[src/rtl/seq_signed_divider_if.sv]
// seq_signed_divider_if: operand/result handshake bundle for seq_signed_divider.
//   in_valid/in_ready   operand handshake, master -> slave
//   dividend/divisor    WIDTH+1-bit operands
//   is_signed           1 = two's-complement operands
//   out_valid/out_ready result handshake, slave -> master
//   quotient/remainder  WIDTH+1-bit results
//   div_by_zero         divisor was zero for this result
interface seq_signed_divider_if #(
    parameter int WIDTH = 63
);
    logic             in_valid;
    logic             in_ready;
    logic [WIDTH:0]   dividend;
    logic [WIDTH:0]   divisor;
    logic             is_signed;
    logic             out_valid;
    logic             out_ready;
    logic [WIDTH:0]   quotient;
    logic [WIDTH:0]   remainder;
    logic             div_by_zero;
    modport master (
        output in_valid, dividend, divisor, is_signed, out_ready,
        input  in_ready, out_valid, quotient, remainder, div_by_zero
    );
    modport slave (
        input  in_valid, dividend, divisor, is_signed, out_ready,
        output in_ready, out_valid, quotient, remainder, div_by_zero
    );
endinterface

[src/rtl/seq_signed_divider.sv]
// seq_signed_divider: multi-cycle restoring signed/unsigned divider, one quotient bit per cycle.
//   clk    rising-edge system clock
//   rst_n  asynchronous active-low reset
//   bus    seq_signed_divider_if.slave: operand handshake in, result handshake out
module seq_signed_divider #(
    parameter int WIDTH = 63
) (
    input logic                 clk,
    input logic                 rst_n,
    seq_signed_divider_if.slave bus
);
    localparam logic [2:0] IDLE   = 3'd0;
    localparam logic [2:0] PREP   = 3'd1;
    localparam logic [2:0] DIVIDE = 3'd2;
    localparam logic [2:0] FIXUP  = 3'd3;
    localparam logic [2:0] DONE   = 3'd4;
    localparam int         CW     = $clog2(WIDTH + 1);

    logic [2:0]     state_q, state_d;
    logic [WIDTH:0] dvd_q, dvd_d;
    logic [WIDTH:0] dsr_q, dsr_d;
    logic [WIDTH:0] rem_q, rem_d;
    logic [WIDTH:0] orig_q, orig_d;
    logic [WIDTH:0] quo_q, quo_d;
    logic [WIDTH:0] rmd_q, rmd_d;
    logic [CW-1:0]  cnt_q, cnt_d;
    logic           sgn_q, sgn_d;
    logic           negq_q, negq_d;
    logic           negr_q, negr_d;
    logic           zero_q, zero_d;
    logic           dbz_q, dbz_d;
    logic [WIDTH+1:0] shift_w;
    logic [WIDTH+1:0] trial_w;

    // Partial remainder stays below the divisor, so the top bit of the
    // WIDTH+2-bit difference is a reliable borrow/sign flag.
    assign shift_w = {rem_q, dvd_q[WIDTH]};
    assign trial_w = shift_w - {1'b0, dsr_q};

    always_comb begin
        state_d = state_q;
        dvd_d   = dvd_q;
        dsr_d   = dsr_q;
        rem_d   = rem_q;
        orig_d  = orig_q;
        quo_d   = quo_q;
        rmd_d   = rmd_q;
        cnt_d   = cnt_q;
        sgn_d   = sgn_q;
        negq_d  = negq_q;
        negr_d  = negr_q;
        zero_d  = zero_q;
        dbz_d   = dbz_q;
        case (state_q)
            IDLE: if (bus.in_valid) begin
                dvd_d   = bus.dividend;
                orig_d  = bus.dividend;
                dsr_d   = bus.divisor;
                sgn_d   = bus.is_signed;
                state_d = PREP;
            end
            PREP: begin
                dvd_d   = (sgn_q && dvd_q[WIDTH]) ? -dvd_q : dvd_q;
                dsr_d   = (sgn_q && dsr_q[WIDTH]) ? -dsr_q : dsr_q;
                negq_d  = sgn_q && (dvd_q[WIDTH] ^ dsr_q[WIDTH]);
                negr_d  = sgn_q && dvd_q[WIDTH];
                zero_d  = dsr_q == '0;
                rem_d   = '0;
                cnt_d   = '0;
                // A zero divisor skips the loop but still lands its result
                // through FIXUP, giving it a fixed two-cycle latency.
                state_d = (dsr_q == '0) ? FIXUP : DIVIDE;
            end
            DIVIDE: begin
                dvd_d   = {dvd_q[WIDTH-1:0], ~trial_w[WIDTH+1]};
                rem_d   = trial_w[WIDTH+1] ? shift_w[WIDTH:0] : trial_w[WIDTH:0];
                cnt_d   = cnt_q + CW'(1);
                state_d = (cnt_q == CW'(WIDTH)) ? FIXUP : DIVIDE;
            end
            FIXUP: begin
                quo_d   = zero_q ? '1 : (negq_q ? -dvd_q : dvd_q);
                rmd_d   = zero_q ? orig_q : (negr_q ? -rem_q : rem_q);
                dbz_d   = zero_q;
                state_d = DONE;
            end
            DONE: if (bus.out_ready) state_d = IDLE;
            default: state_d = IDLE;
        endcase
    end

    always_ff @(posedge clk or negedge rst_n) begin
        if (!rst_n) begin
            state_q <= IDLE;
            dvd_q   <= '0;
            dsr_q   <= '0;
            rem_q   <= '0;
            orig_q  <= '0;
            quo_q   <= '0;
            rmd_q   <= '0;
            cnt_q   <= '0;
            sgn_q   <= 1'b0;
            negq_q  <= 1'b0;
            negr_q  <= 1'b0;
            zero_q  <= 1'b0;
            dbz_q   <= 1'b0;
        end else begin
            state_q <= state_d;
            dvd_q   <= dvd_d;
            dsr_q   <= dsr_d;
            rem_q   <= rem_d;
            orig_q  <= orig_d;
            quo_q   <= quo_d;
            rmd_q   <= rmd_d;
            cnt_q   <= cnt_d;
            sgn_q   <= sgn_d;
            negq_q  <= negq_d;
            negr_q  <= negr_d;
            zero_q  <= zero_d;
            dbz_q   <= dbz_d;
        end
    end

    assign bus.in_ready    = state_q == IDLE;
    assign bus.out_valid   = state_q == DONE;
    assign bus.quotient    = quo_q;
    assign bus.remainder   = rmd_q;
    assign bus.div_by_zero = dbz_q;
endmodule
[src/flat_wrapper.sv]
// flat-port wrapper written by rule: the top's interface ports become plain ports
module seq_signed_divider_flat 
#(
    parameter int WIDTH = 63
)
  (clk, rst_n, bus_in_valid, bus_dividend, bus_divisor, bus_is_signed, bus_out_ready, bus_in_ready, bus_out_valid, bus_quotient, bus_remainder, bus_div_by_zero);
  seq_signed_divider_if #(.WIDTH(WIDTH)) bus_i ();
  input logic clk;
  input logic rst_n;
  input wire logic [$bits(bus_i.in_valid)-1:0] bus_in_valid;
  input wire logic [$bits(bus_i.dividend)-1:0] bus_dividend;
  input wire logic [$bits(bus_i.divisor)-1:0] bus_divisor;
  input wire logic [$bits(bus_i.is_signed)-1:0] bus_is_signed;
  input wire logic [$bits(bus_i.out_ready)-1:0] bus_out_ready;
  output wire logic [$bits(bus_i.in_ready)-1:0] bus_in_ready;
  output wire logic [$bits(bus_i.out_valid)-1:0] bus_out_valid;
  output wire logic [$bits(bus_i.quotient)-1:0] bus_quotient;
  output wire logic [$bits(bus_i.remainder)-1:0] bus_remainder;
  output wire logic [$bits(bus_i.div_by_zero)-1:0] bus_div_by_zero;
  assign bus_i.in_valid = bus_in_valid;
  assign bus_i.dividend = bus_dividend;
  assign bus_i.divisor = bus_divisor;
  assign bus_i.is_signed = bus_is_signed;
  assign bus_i.out_ready = bus_out_ready;
  assign bus_in_ready = bus_i.in_ready;
  assign bus_out_valid = bus_i.out_valid;
  assign bus_quotient = bus_i.quotient;
  assign bus_remainder = bus_i.remainder;
  assign bus_div_by_zero = bus_i.div_by_zero;
  seq_signed_divider #(.WIDTH(WIDTH)) u_core (.clk(clk), .rst_n(rst_n), .bus(bus_i));
endmodule
[config.mk]
export PLATFORM = sky130hd
export DESIGN_NAME = seq_signed_divider_flat
export DESIGN_NICKNAME = d
export VERILOG_FILES = /design/src/rtl/seq_signed_divider_if.sv /design/src/rtl/seq_signed_divider.sv /design/src/flat_wrapper.sv
export SDC_FILE = /design/constraint.sdc
export NUM_CORES = 1
export LEC_CHECK = 0
export CELL_PAD_IN_SITES_DETAIL_PLACEMENT = 2
export CELL_PAD_IN_SITES_GLOBAL_PLACEMENT = 2
export CORE_MARGIN = 2
export CORE_UTILIZATION = 35
export CTS_CLUSTER_DIAMETER = 80
export DETAILED_ROUTE_END_ITERATION = 16
export HOLD_SLACK_MARGIN = 0.1
export PLACE_DENSITY_LB_ADDON = 0.1
export SLEW_MARGIN = 20
export SYNTH_ARGS = -nofsm -noshare
export SYNTH_HDL_FRONTEND = slang
export SYNTH_SLANG_ARGS = --single-unit
[constraint.sdc]
create_clock -name clk -period 5.3 [get_ports clk]
set_clock_uncertainty 0.2 [all_clocks]
set_input_delay 1.06 -clock clk [delete_from_list [all_inputs] [get_ports clk]]
set_output_delay 1.06 -clock clk [all_outputs]
set_load 0.03 [all_outputs]
======== Word level (Yosys, flattened, before mapping) ========
Cells that the tools add are included.
operators by class
  bitwise operators ....................... 2
  multiplexer cells ....................... 18
  reduce and logical (&&, ||, !) cells .... 12
  add/subtract/negate cells ............... 5
  eq/ne operators ......................... 9
operators with widths
  kind                   count
  $mux W64               9
  $pmux W64 S2           2
  $neg A64 Y64           3
  $pmux W64 S3           1
  $sub A65 B64 Y65       1
  $logic_not A64 Y1      1
  $pmux W3 S5            1
  $pmux W6 S2            1
  $add A6 B1 Y6 const B  1
  $eq A3 B2 Y1 const B   2
  $eq A6 B6 Y1 const B   1
  $mux W3                2
  $reduce_and A3 Y1      2
  $ne A2 B1 Y1 const B   2
  $ne A2 B2 Y1 const B   2
  $reduce_and A2 Y1      2
  $reduce_bool A2 Y1     2
  $eq A3 B1 Y1 const B   1
  $eq A3 B3 Y1 const B   1
  $logic_and A1 B1 Y1    3
  $logic_not A3 Y1       1
  $reduce_bool A3 Y1     1
  $mux W1                2
  $not A1 Y1             1
  $xor A1 B1 Y1          1
storage, ports and cells
  register bits after elaboration ......... 398

======== Longest topological paths before layout ========
Gate-level depths: netlist of run 1.
  depth after elaboration ................. 3
  depth in mapped cells ................... 16
  mapped depth without buffers ............ 13

======== Worst setup path after synthesis of run 1 ========
Ideal clock, no wire load.
  kind .................................... flip-flop to flip-flop
  from .................................... register u_core.dvd_q[63]
  to ...................................... register u_core.rem_q[38]
  path slack .............................. 1.468 ns
  data arrival time ....................... 3.563 ns
  buffers on the path ..................... 3
  cell stages (with the launch flop) ...... 17
  period minus slack after synthesis ...... 3.832 ns
  cells stage by stage .................... dfrtp_1 clkbuf_1 inv_1 ha_1 fa_1 nor2b_1 o311a_1 o21ai_0 a2111oi_0 nor2_1 a21oi_1 a21oi_1 xor2_1 clkbuf_1 clkbuf_1 nand3_1 nand3_1
on the way
  longest elaborated chain between the ends .. 3
ends and longest elaborated chain
  element                 RTL line                   text
  from (decl)             seq_signed_divider.sv:20   logic [WIDTH:0] dvd_q, dvd_d;
  from (signal assigned)  seq_signed_divider.sv:108  dvd_q <= dvd_d;
  $sub A65 B64 Y65        seq_signed_divider.sv:38   assign trial_w = shift_w - {1'b0, dsr_q};
  $mux W64                seq_signed_divider.sv:76   rem_d = trial_w[WIDTH+1] ? shift_w[WIDTH:0] : trial_w[WIDTH:0];
  $pmux W64 S2            seq_signed_divider.sv:54   case (state_q)
  to (signal assigned)    seq_signed_divider.sv:110  rem_q <= rem_d;
  to (decl)               seq_signed_divider.sv:22   logic [WIDTH:0] rem_q, rem_d;
No other way between the ends.
A chain may end at the register's enable or synchronous reset.

======== Worst setup path after layout of run 1 ========
  from .................................... register u_core.dvd_q[63]
  to ...................................... register u_core.rem_q[14]
Same word-level chain as after synthesis.

==> flow_summary_export.csv, run 1 <==
group,metric,value,unit
floorplanning,io_pins,264,
placed_design,port_buffers,263,
worst_hold_path,min_path_type,"reg -> reg",
pwr,leakage,13.19,nW
logic_synthesis,synth-main-ff-cell,"dfrtp_1",
clocking,cts.repair.resized,0,
critical_path,crit_top_cell,"a21oi_1",
global_route,grt_first_pass_wirelength,157900,um
global_route,grt_remaining_overflow,0,
drt,antenna_left,0,
status,status,"completed",
drt,wl_per_cell,24.28,um
timing,drv_slew,0,
timing,setup_ws,0.6570,ns
timing,fin_crit,4.643,ns
layout,syn_to_final_growth,20.77,%
clocking,clkSlewWorstSetupHoldPaths,0.06,ns
logic_synthesis,synth_fp_nets,3251,
timing,relSlewSlack,0.2503,
critical_path,cp_slowest_cell,"dfrtp_1",
drt,dr_total_vias,24350,
logic_synthesis,avgSynthCellArea,8.291,um2
critical_path,cp_data_required_time,5.56,ns
timing,finalHoldViolations,0,
layout,drive_gt1_frac,0.07127,
timing,setup_viol,0,
floorplanning,rows,98,
floorplanning,dieHeight,272.8,um
clocking,cts_max_path_buffers,3,
worst_hold_path,hp-start,"u_core.bus.remainder[8]",
logic_synthesis,ys_ff_latch,398,
worst_hold_path,hold_end,"u_core.bus.remainder[8]",
critical_path,r2r_cells,14,
placed_design,dp_hpwl,74300,um
critical_path,critPathArrivalTime,4.90,ns
timing,hold_ws,0.2909,ns
layout,fillers,7837,
logic_synthesis,synth_async_sr_flop_share,1.000,
run,cap_violations,0,
critical_path,cp-start-kind,"register",
layout,diodes,0,
floorplanning,core-area,71490,um2
critical_path,r2r_setup_slack,0.66,ns
pwr,peakVddDrop,0.0001826,V
clocking,cts_made_buffers,49,
drt,drt_pre_antenna_iters,5,
logic_synthesis,ys_warn_count,0,
timing,tightest_slew,1.125,ns
placed_design,post-place-ws,0.6415,ns
floorplanning,die_w,272.8,um
clocking,cts_tree,"yes",
critical_path,r2r-end,"u_core.rem_q[14]",
floorplanning,die_area,74400,um2
pwr,p_total,6.934,mW
layout,fin_nets,3388,
timing,period_share,0.8760,
logic_synthesis,ys_seq_area_frac,0.3940,
drt,drt_iter0_drc,1385,
global_route,gr-usage-all-layers,0.2682,
critical_path,worstReg2RegStart,"u_core.dvd_q[63]",
clocking,post_cts_buffers,0,
clocking,clock_latency,0.61,ns
clocking,htree_levels,2,
timing,rsz0062_at_grt,"false",
global_route,grt_max_degree,170,
critical_path,path_cells,"inv_1 -> ha_1 -> fa_1 -> nor2b_1 -> o311a_1 -> o21ai_0 -> a2111oi_0 -> nor2_1 -> a21oi_1 -> a21oi_1 -> xnor2_4 -> buf_4 -> mux2i_1 -> o22ai_1",
critical_path,worstPathMaxFanout,28,
drt,drc_errors,0,
critical_path,crit_type,"reg -> reg",
worst_hold_path,holdPathStages,2,
timing,fmax,215.4,MHz
clocking,cts.sinks,398,
critical_path,cp-end-kind,"register",
logic_synthesis,synth_edf_count,0,
floorplanning,initial_core_util,0.3536,
layout,instances_no_fill,4177,
drt,via_per_inst,5.828,
clocking,root_buffer,"clkbuf_16",
placed_design,dpl.cell_count,4084,
placed_design,place_area,28750,um2
layout,utilization,0.4271,
global_route,antenna_found_initial,1,
global_route,grt_pass1_vias,25970,
clocking,hold_buffers,0,
timing,fin_setup_tns,0,ns
layout,fin_area,30530,um2
drt,routed_wl,101400,um
placed_design,place.gp.congestion,0.8709,
logic_synthesis,syn_inst,3049,
critical_path,slowest_delay,0.47,ns
pwr,powerDensity,227.1,nW/um2
logic_synthesis,synth_cell_types,75,
logic_synthesis,netlist_area,25280,um2
==> cells by family (layout without fill, tap and decap cells) <==
logic type	after synthesis	after routing	synth area share
flops	398	398	0.3940
simple gates	1077	1077	0.2051
buf+inv	317	495	0.04722
compound gates	914	914	0.2165
fa+ha+maj	69	69	0.03445
xor+xnor	186	186	0.06474
mux	88	88	0.03801
==> metal layers <==
layer	GRT usage	vias to the layer above	share of wire	wire, um
met1	0.3781	12510	0.47	47760
met2	0.4373	446	0.47	47670
met5	0	-	0	0
met3	0.02838	123	0.033	3397
met4	0.07143	0	0.026	2588
li1	-	11270	-	-
==> placed cells by master, fill, tap and decap left out, types with 19 or more instances in the layout <==
cell,n
clkbuf_16,50
a21o_1,23
a211oi_1,19
a221oi_1,58
o22ai_1,40
clkdlybuf4s50_1,262
xnor2_1,67
nor3b_1,37
mux2_2,64
nand4_1,35
or3_1,65
nor3_1,93
nand2_1,358
buf_4,33
a22oi_1,23
nand3_1,163
o31ai_1,27
ha_1,68
nor4_1,19
a32oi_1,20
nor2_1,202
a21oi_1,274
and3_1,19
mux2i_1,24
o21ai_0,316
inv_1,100
dfrtp_1,395
a31oi_1,23
xor2_1,117
==> where the power goes <==
part	internal, mW	switching [mW]	total (mW)
clock	2.21	1.46	3.67
combinational	0.103	0.121	0.223
sequential	3.04	0	3.04
==> cells in the mapped netlist, drive strengths merged (58+ instances only) <==
cell type	number	area (um2)
a21oi	275	1376
nand2	358	1344
ha	68	850.8
nor2	204	765.7
xor2	118	1033
or3	69	451.7
nor3	93	465.5
nand3	163	815.8
o21ai	322	1612
dfrtp	398	9960
mux2	64	720.7
xnor2	68	603.1
inv	100	375.4
a221oi	58	508.0
clkbuf	197	740.7
==> worst max path at each step <==
stage / slack (ns) / depth (start not counted) / endpoint / start
2_1_floorplan: 1.47 / 16 / u_core.rem_q[38] / u_core.dvd_q[63]
3_3_place_gp: 0.79 / 14 / u_core.rem_q[14] / u_core.dvd_q[63]
3_5_place_dp: 0.64 / 14 / u_core.rem_q[14] / u_core.dvd_q[63]
4_1_cts: 0.62 / 14 / u_core.rem_q[14] / u_core.dvd_q[63]
5_1_grt: 0.36 / 12 / u_core.dvd_q[36] / u_core.dvd_q[0]
6_report: 0.66 / 14 / u_core.rem_q[14] / u_core.dvd_q[63]
==> cell type report <==
class / count / area (um2) / area share
Clock buffer: 77 / 1513 / 0.04955
Clock inverter: 15 / 239.0 / 0.007828
Inverter: 100 / 375.4 / 0.01229
Multi-Input combinational cell: 2334 / 14220 / 0.4656
Sequential cell: 398 / 9966 / 0.3264
Tap cell: 950 / 1189 / 0.03893
Timing Repair Buffer: 303 / 3033 / 0.09934
==> worst max-delay path, delay by kind of cell, from the launching register on <==
| kind | cells | cell delay, ns |
|---|---|---|
| AO/OA/AOI/OAI | 6 | 1.65 |
| adder cells (fa/ha/maj) | 2 | 0.64 |
| buffers and inverters | 2 | 0.56 |
| flip-flops | 1 | 0.47 |
| AND/OR/NAND/NOR | 2 | 0.42 |
| XOR/XNOR | 1 | 0.28 |
| multiplexers | 1 | 0.25 |
==> flip-flops by register name, summed over array words and instances (netlist names), 3 cells and up <==
| signal | count |
|---|---|
| u_core.bus.quotient | 64 |
| u_core.bus.remainder | 64 |
| u_core.cnt_q | 6 |
| u_core.dsr_q | 64 |
| u_core.dvd_q | 64 |
| u_core.orig_q | 64 |
| u_core.rem_q | 64 |
| u_core.state_q | 3 |
No activity file was read; power rests on OpenSTA's default activity.
==> run 2, diff against run 1 <==
- CORE_MARGIN: 2 -> default
- CORE_UTILIZATION: 35 -> 39
- DONT_BUFFER_PORTS: default -> 1
==> run 2 against run 1 <==
The flow now finishes with violations (hold timing); highest routed layer is now met5; sequential share of layout area is 3.6 points higher; critical path type unchanged; worst setup slack lost 0.30 ns; clock-buffer cell count down 5.
==> flow_summary_export.csv, run 2 (synthesized netlist as in run 1, its figures left out) <==
group,metric,value,unit
pwr,leakage,12.10,nW
critical_path,worstPathMaxFanout,37,
worst_hold_path,min_path_type,"in -> async",
layout,fin_area,27480,um2
global_route,grt_max_degree,399,
critical_path,critPathArrivalTime,5.21,ns
timing,rsz0062_at_grt,"false",
clocking,post_cts_buffers,0,
drt,routed_wl,96710,um
critical_path,cp_data_required_time,5.56,ns
timing,fin_crit,4.945,ns
critical_path,r2r_cells,14,
clocking,root_buffer,"clkbuf_16",
critical_path,r2r-end,"u_core.rem_q[14]",
clocking,cts_made_buffers,49,
drt,antenna_left,0,
timing,drv_slew,0,
floorplanning,initial_core_util,0.3979,
global_route,grt_remaining_overflow,0,
pwr,peakVddDrop,0.0002178,V
pwr,pwr-share-clk,0.522,
clocking,clkSlewWorstSetupHoldPaths,0.06,ns
global_route,gr-usage-all-layers,0.2910,
pwr,powerDensity,232.8,nW/um2
timing,fin_setup_tns,0,ns
placed_design,place_area,25920,um2
layout,layout_commonest_cell,"dfrtp_1",
layout,drive_gt1_frac,0.07411,
clocking,clock_latency,0.61,ns
run,cap_violations,0,
drt,drt_iter0_drc,1190,
global_route,antenna_found_initial,4,
drt,dr_total_vias,23260,
critical_path,cp-end-kind,"register",
pwr,p_switching,1.432,mW
floorplanning,core-area,63540,um2
layout,syn_to_final_growth,8.696,%
timing,setup_ws,0.3546,ns
status,violations,"hold timing",
placed_design,post-place-ws,0.4695,ns
global_route,grt_first_pass_wirelength,151800,um
placed_design,port_buffers,0,
floorplanning,die_area,65840,um2
drt,drt_pre_antenna_iters,6,
drt,via_per_inst,6.116,
drt,wl_per_cell,25.43,um
critical_path,cp-start-kind,"register",
pwr,p_total,6.396,mW
timing,tightest_slew,1.057,ns
pwr,power_switching_share,0.2238,
timing,fmax,202.2,MHz
status,status,"finished with violations",
floorplanning,dieHeight,256.6,um
critical_path,cp-endpoint,"u_core.rem_q[14]",
drt,drc_errors,0,
layout,utilization,0.4325,
floorplanning,die_w,256.6,um
critical_path,worstReg2RegStart,"u_core.dvd_q[63]",
timing,relSlewSlack,0.2953,
critical_path,setup.worst_path.start,"u_core.dvd_q[63]",
timing,finalHoldViolations,102,
floorplanning,io_pins,264,
global_route,grt_pass1_vias,25140,
timing,setup_viol,0,
critical_path,crit_type,"reg -> reg",
clocking,htree_levels,2,
timing,period_share,0.9331,
pwr,combinationalPowerShare,0.003,
clocking,cts_tree,"yes",
clocking,cts_max_path_buffers,3,
clocking,cts.sinks,398,
layout,fin_nets,3124,
pwr,p_int,4.964,mW
floorplanning,rows,92,
critical_path,r2r_setup_slack,0.35,ns
timing,hold_ws,-0.05590,ns
layout,final_cell_mix,"dfrtp_1 (395), nand2_1 (358), o21ai_0 (316)",
placed_design,place.gp.congestion,0.8979,
placed_design,dp_hpwl,70140,um
pwr,seq_power_share,0.475,
clocking,cts.repair.resized,0,
run 2: cell types whose count changed in the layout (fill, tap and decap cells not counted), sizes merged:
| cell | previous run | this run |
|---|---|---|
| buf | 41 | 39 |
| bufinv | 5 | 1 |
| clkbuf | 77 | 72 |
| clkdlybuf4s50 | 262 | 0 |
| clkinv | 6 | 9 |
| clkinvlp | 2 | 0 |
| diode | 0 | 2 |
run 2: area by class of cell:
type	count	area, um2
antenna	2	5.005
clock buffer	72	1434
clock inverter	12	115.1
fill	7103	36060
inverter	100	375.4
multi-input combinational	2334	14220
sequential	398	9966
tap	846	1059
timing repair buffer	39	309.0
run 2: power by group through the flow:
stage	Combinational, mW	Sequential [mW]	Clock (mW)
after global placement	0.0172	3.09	0
after floorplan	0.0150	3.10	0
final	0.0183	3.04	3.34
after global routing	0.0210	3.04	3.50
after detailed placement	0.0182	3.09	0
after CTS	0.0184	3.04	3.41
run 2: worst min path at each step:
stage / depth (start not counted) / slack (ns) / end
2_1_floorplan: 1 / 0.25 / u_core.cnt_q[3]
3_3_place_gp: 1 / 0.27 / u_core.cnt_q[3]
3_5_place_dp: 1 / 0.29 / u_core.orig_q[55]
4_1_cts: 0 / -0.07 / u_core.bus.quotient[15]
5_1_grt: 0 / -0.07 / u_core.bus.quotient[13]
6_report: 0 / -0.06 / u_core.bus.quotient[14]
run 2: layer usage:
layer / up-vias / global-route usage / wire [um]
li1: 10730 / - / -
met1: 11940 / 0.4035 / 45000
met2: 453 / 0.4657 / 44530
met3: 134 / 0.04705 / 4543
met4: 4 / 0.08383 / 2605
met5: - / 0 / 27
run 2: critical path, stage by stage (launching register included):
cell,delay (ns)
dfrtp_1,0.46
inv_1,0.19
ha_1,0.25
fa_1,0.40
nor2b_1,0.18
o311a_1,0.23
o21ai_0,0.22
a2111oi_0,0.47
nor2_1,0.19
a21oi_1,0.46
a21oi_1,0.36
xnor2_4,0.50
buf_12,0.27
mux2i_1,0.24
o22ai_1,0.11
run 2: per-stage QoR:
| stage | instances | hold WS (ns) |
|---|---|---|
| after floorplan | 3049 | 0.2489 |
| after global placement | 3717 | 0.2705 |
| after detailed placement | 3717 | 0.2904 |
| after CTS | 3801 | -0.06965 |
| after global routing | 3801 | -0.07018 |
| final | 3803 | -0.05590 |
==> run 3, diff against run 2 <==
- MAX_ROUTING_LAYER: default -> met4
==> run 3 against run 2 <==
The flow still finishes with violations (hold timing); cell area increased by 0.34%; register-to-register slack improved by 0.05 ns; via count decreased by 0.31%; sequential share of layout area decreased by 0.12 points; die area unchanged; clock power increased by 3%; critical endpoint is now u_core.rem_q[0].
==> flow_summary_export.csv, run 3 (synthesized netlist as in run 1, its figures left out) <==
group,metric,value,unit
clocking,clkSlewWorstSetupHoldPaths,0.06,ns
clocking,cts_made_buffers,47,
placed_design,place.gp.congestion,0.9071,
clocking,cts.sinks,398,
layout,fin_nets,3119,
floorplanning,rows,92,
critical_path,worstReg2RegStart,"u_core.dvd_q[63]",
drt,routed_wl,96930,um
timing,relSlewSlack,0.2882,
layout,register_area,9966,um2
floorplanning,io_pins,264,
floorplanning,core-area,63540,um2
timing,hold_ws,-0.04937,ns
drt,wl_per_cell,25.47,um
pwr,p_total,6.501,mW
clocking,post_cts_buffers,0,
global_route,gr-usage-all-layers,0.3011,
placed_design,dpl.cell_count,3714,
timing,finalHoldViolations,74,
status,status,"finished with violations",
clocking,cts.repair.resized,0,
timing,fin_crit,4.895,ns
critical_path,cp_data_required_time,5.64,ns
timing,period_share,0.9235,
timing,fmax,204.3,MHz
clocking,htree_levels,2,
timing,setup_viol,0,
layout,final_cell_mix,"dfrtp_1 (395), nand2_1 (358), o21ai_0 (316)",
critical_path,cp-start-kind,"register",
pwr,powerDensity,235.8,nW/um2
floorplanning,die_area,65840,um2
placed_design,port_buffers,0,
placed_design,post-place-ws,0.4102,ns
layout,syn_to_final_growth,9.062,%
critical_path,cp-end-kind,"register",
timing,rsz0062_at_grt,"false",
global_route,antenna_found_initial,6,
clocking,clock_latency,0.63,ns
floorplanning,dieHeight,256.6,um
critical_path,crit_type,"reg -> reg",
pwr,peakVddDrop,0.0001974,V
drt,dr_total_vias,23190,
drt,drt_pre_antenna_iters,5,
placed_design,dp_hpwl,70580,um
critical_path,r2r-end,"u_core.rem_q[0]",
critical_path,worstPathMaxFanout,37,
drt,via_per_inst,6.092,
layout,fillers,7085,
pwr,leakage,12.13,nW
layout,utilization,0.4339,
drt,antenna_left,0,
worst_hold_path,min_path_type,"in -> async",
status,violations,"hold timing",
layout,instances_no_fill,3806,
global_route,grt_max_degree,399,
clocking,cts_tree,"yes",
drt,drc_errors,0,
timing,setup_ws,0.4054,ns
layout,drive_gt1_frac,0.07580,
critical_path,critPathArrivalTime,5.24,ns
timing,drv_slew,0,
layout,multi_input_area,14220,um2
run,cap_violations,0,
timing,fin_setup_tns,0,ns
global_route,grt_first_pass_wirelength,152700,um
floorplanning,die_w,256.6,um
critical_path,setup.worst_path.start,"u_core.dvd_q[63]",
clocking,cts_max_path_buffers,3,
floorplanning,initial_core_util,0.3979,
critical_path,r2r_cells,14,
global_route,grt_remaining_overflow,0,
global_route,grt_pass1_vias,25100,
timing,tightest_slew,1.068,ns
clocking,root_buffer,"clkbuf_16",
layout,layout_commonest_cell,"dfrtp_1",
drt,drt_iter0_drc,1360,
critical_path,r2r_setup_slack,0.41,ns
run 3: power by group:
group / switching [mW] / internal, mW
combinational: 0.00879 / 0.00971
clock: 1.44 / 2.00
sequential: 0 / 3.04
total: 1.45 / 5.05
run 3: how the worst max path moves through the flow:
| stage | end | slack (ns) | cells after the start |
|---|---|---|---|
| after floorplan | u_core.rem_q[38] | 1.47 | 16 |
| after global placement | u_core.rem_q[14] | 0.67 | 14 |
| after detailed placement | u_core.rem_q[14] | 0.41 | 14 |
| after CTS | u_core.rem_q[0] | 0.34 | 14 |
| after global routing | u_core.rem_q[0] | 0.16 | 14 |
| final | u_core.rem_q[0] | 0.41 | 14 |
run 3: layout make-up:
class,instances,area share
Timing Repair Buffer,36,0.01116
Sequential cell,398,0.3615
Clock inverter,19,0.008305
Multi-Input combinational cell,2334,0.5156
Clock buffer,68,0.05101
Antenna cell,5,0.0004538
Inverter,100,0.01361
Tap cell,846,0.03839
run 3: through the flow:
| step | cell area [um2] | hold WS (ns) |
|---|---|---|
| 6_report | 27570 | -0.04937 |
| 5_1_grt | 27570 | -0.07623 |
| 4_1_cts | 27560 | -0.08090 |
| 3_5_place_dp | 25920 | 0.2750 |
| 3_3_place_gp | 25920 | 0.2687 |
| 2_1_floorplan | 25280 | 0.2489 |
run 3: worst max-delay path, stage by stage, from the launching register on:
cell and delay [ns]:
dfrtp_1 0.46, inv_1 0.18, ha_1 0.24, fa_1 0.42, nor2b_1 0.22, o311a_1 0.23, o21ai_0 0.23, a2111oi_0 0.50
nor2_1 0.19, a21oi_1 0.41, a21oi_1 0.34, xnor2_4 0.48, buf_12 0.28, mux2i_1 0.24, a22o_1 0.16
run 3: routing by layer:
layer  vias up  GRT usage  wire length (um)
met1     11890     0.4002             45160
met2       441     0.4743             44750
met5         -          -                 0
li1      10730          -                 -
met3       126    0.04765              4515
met4         0    0.08300              2511
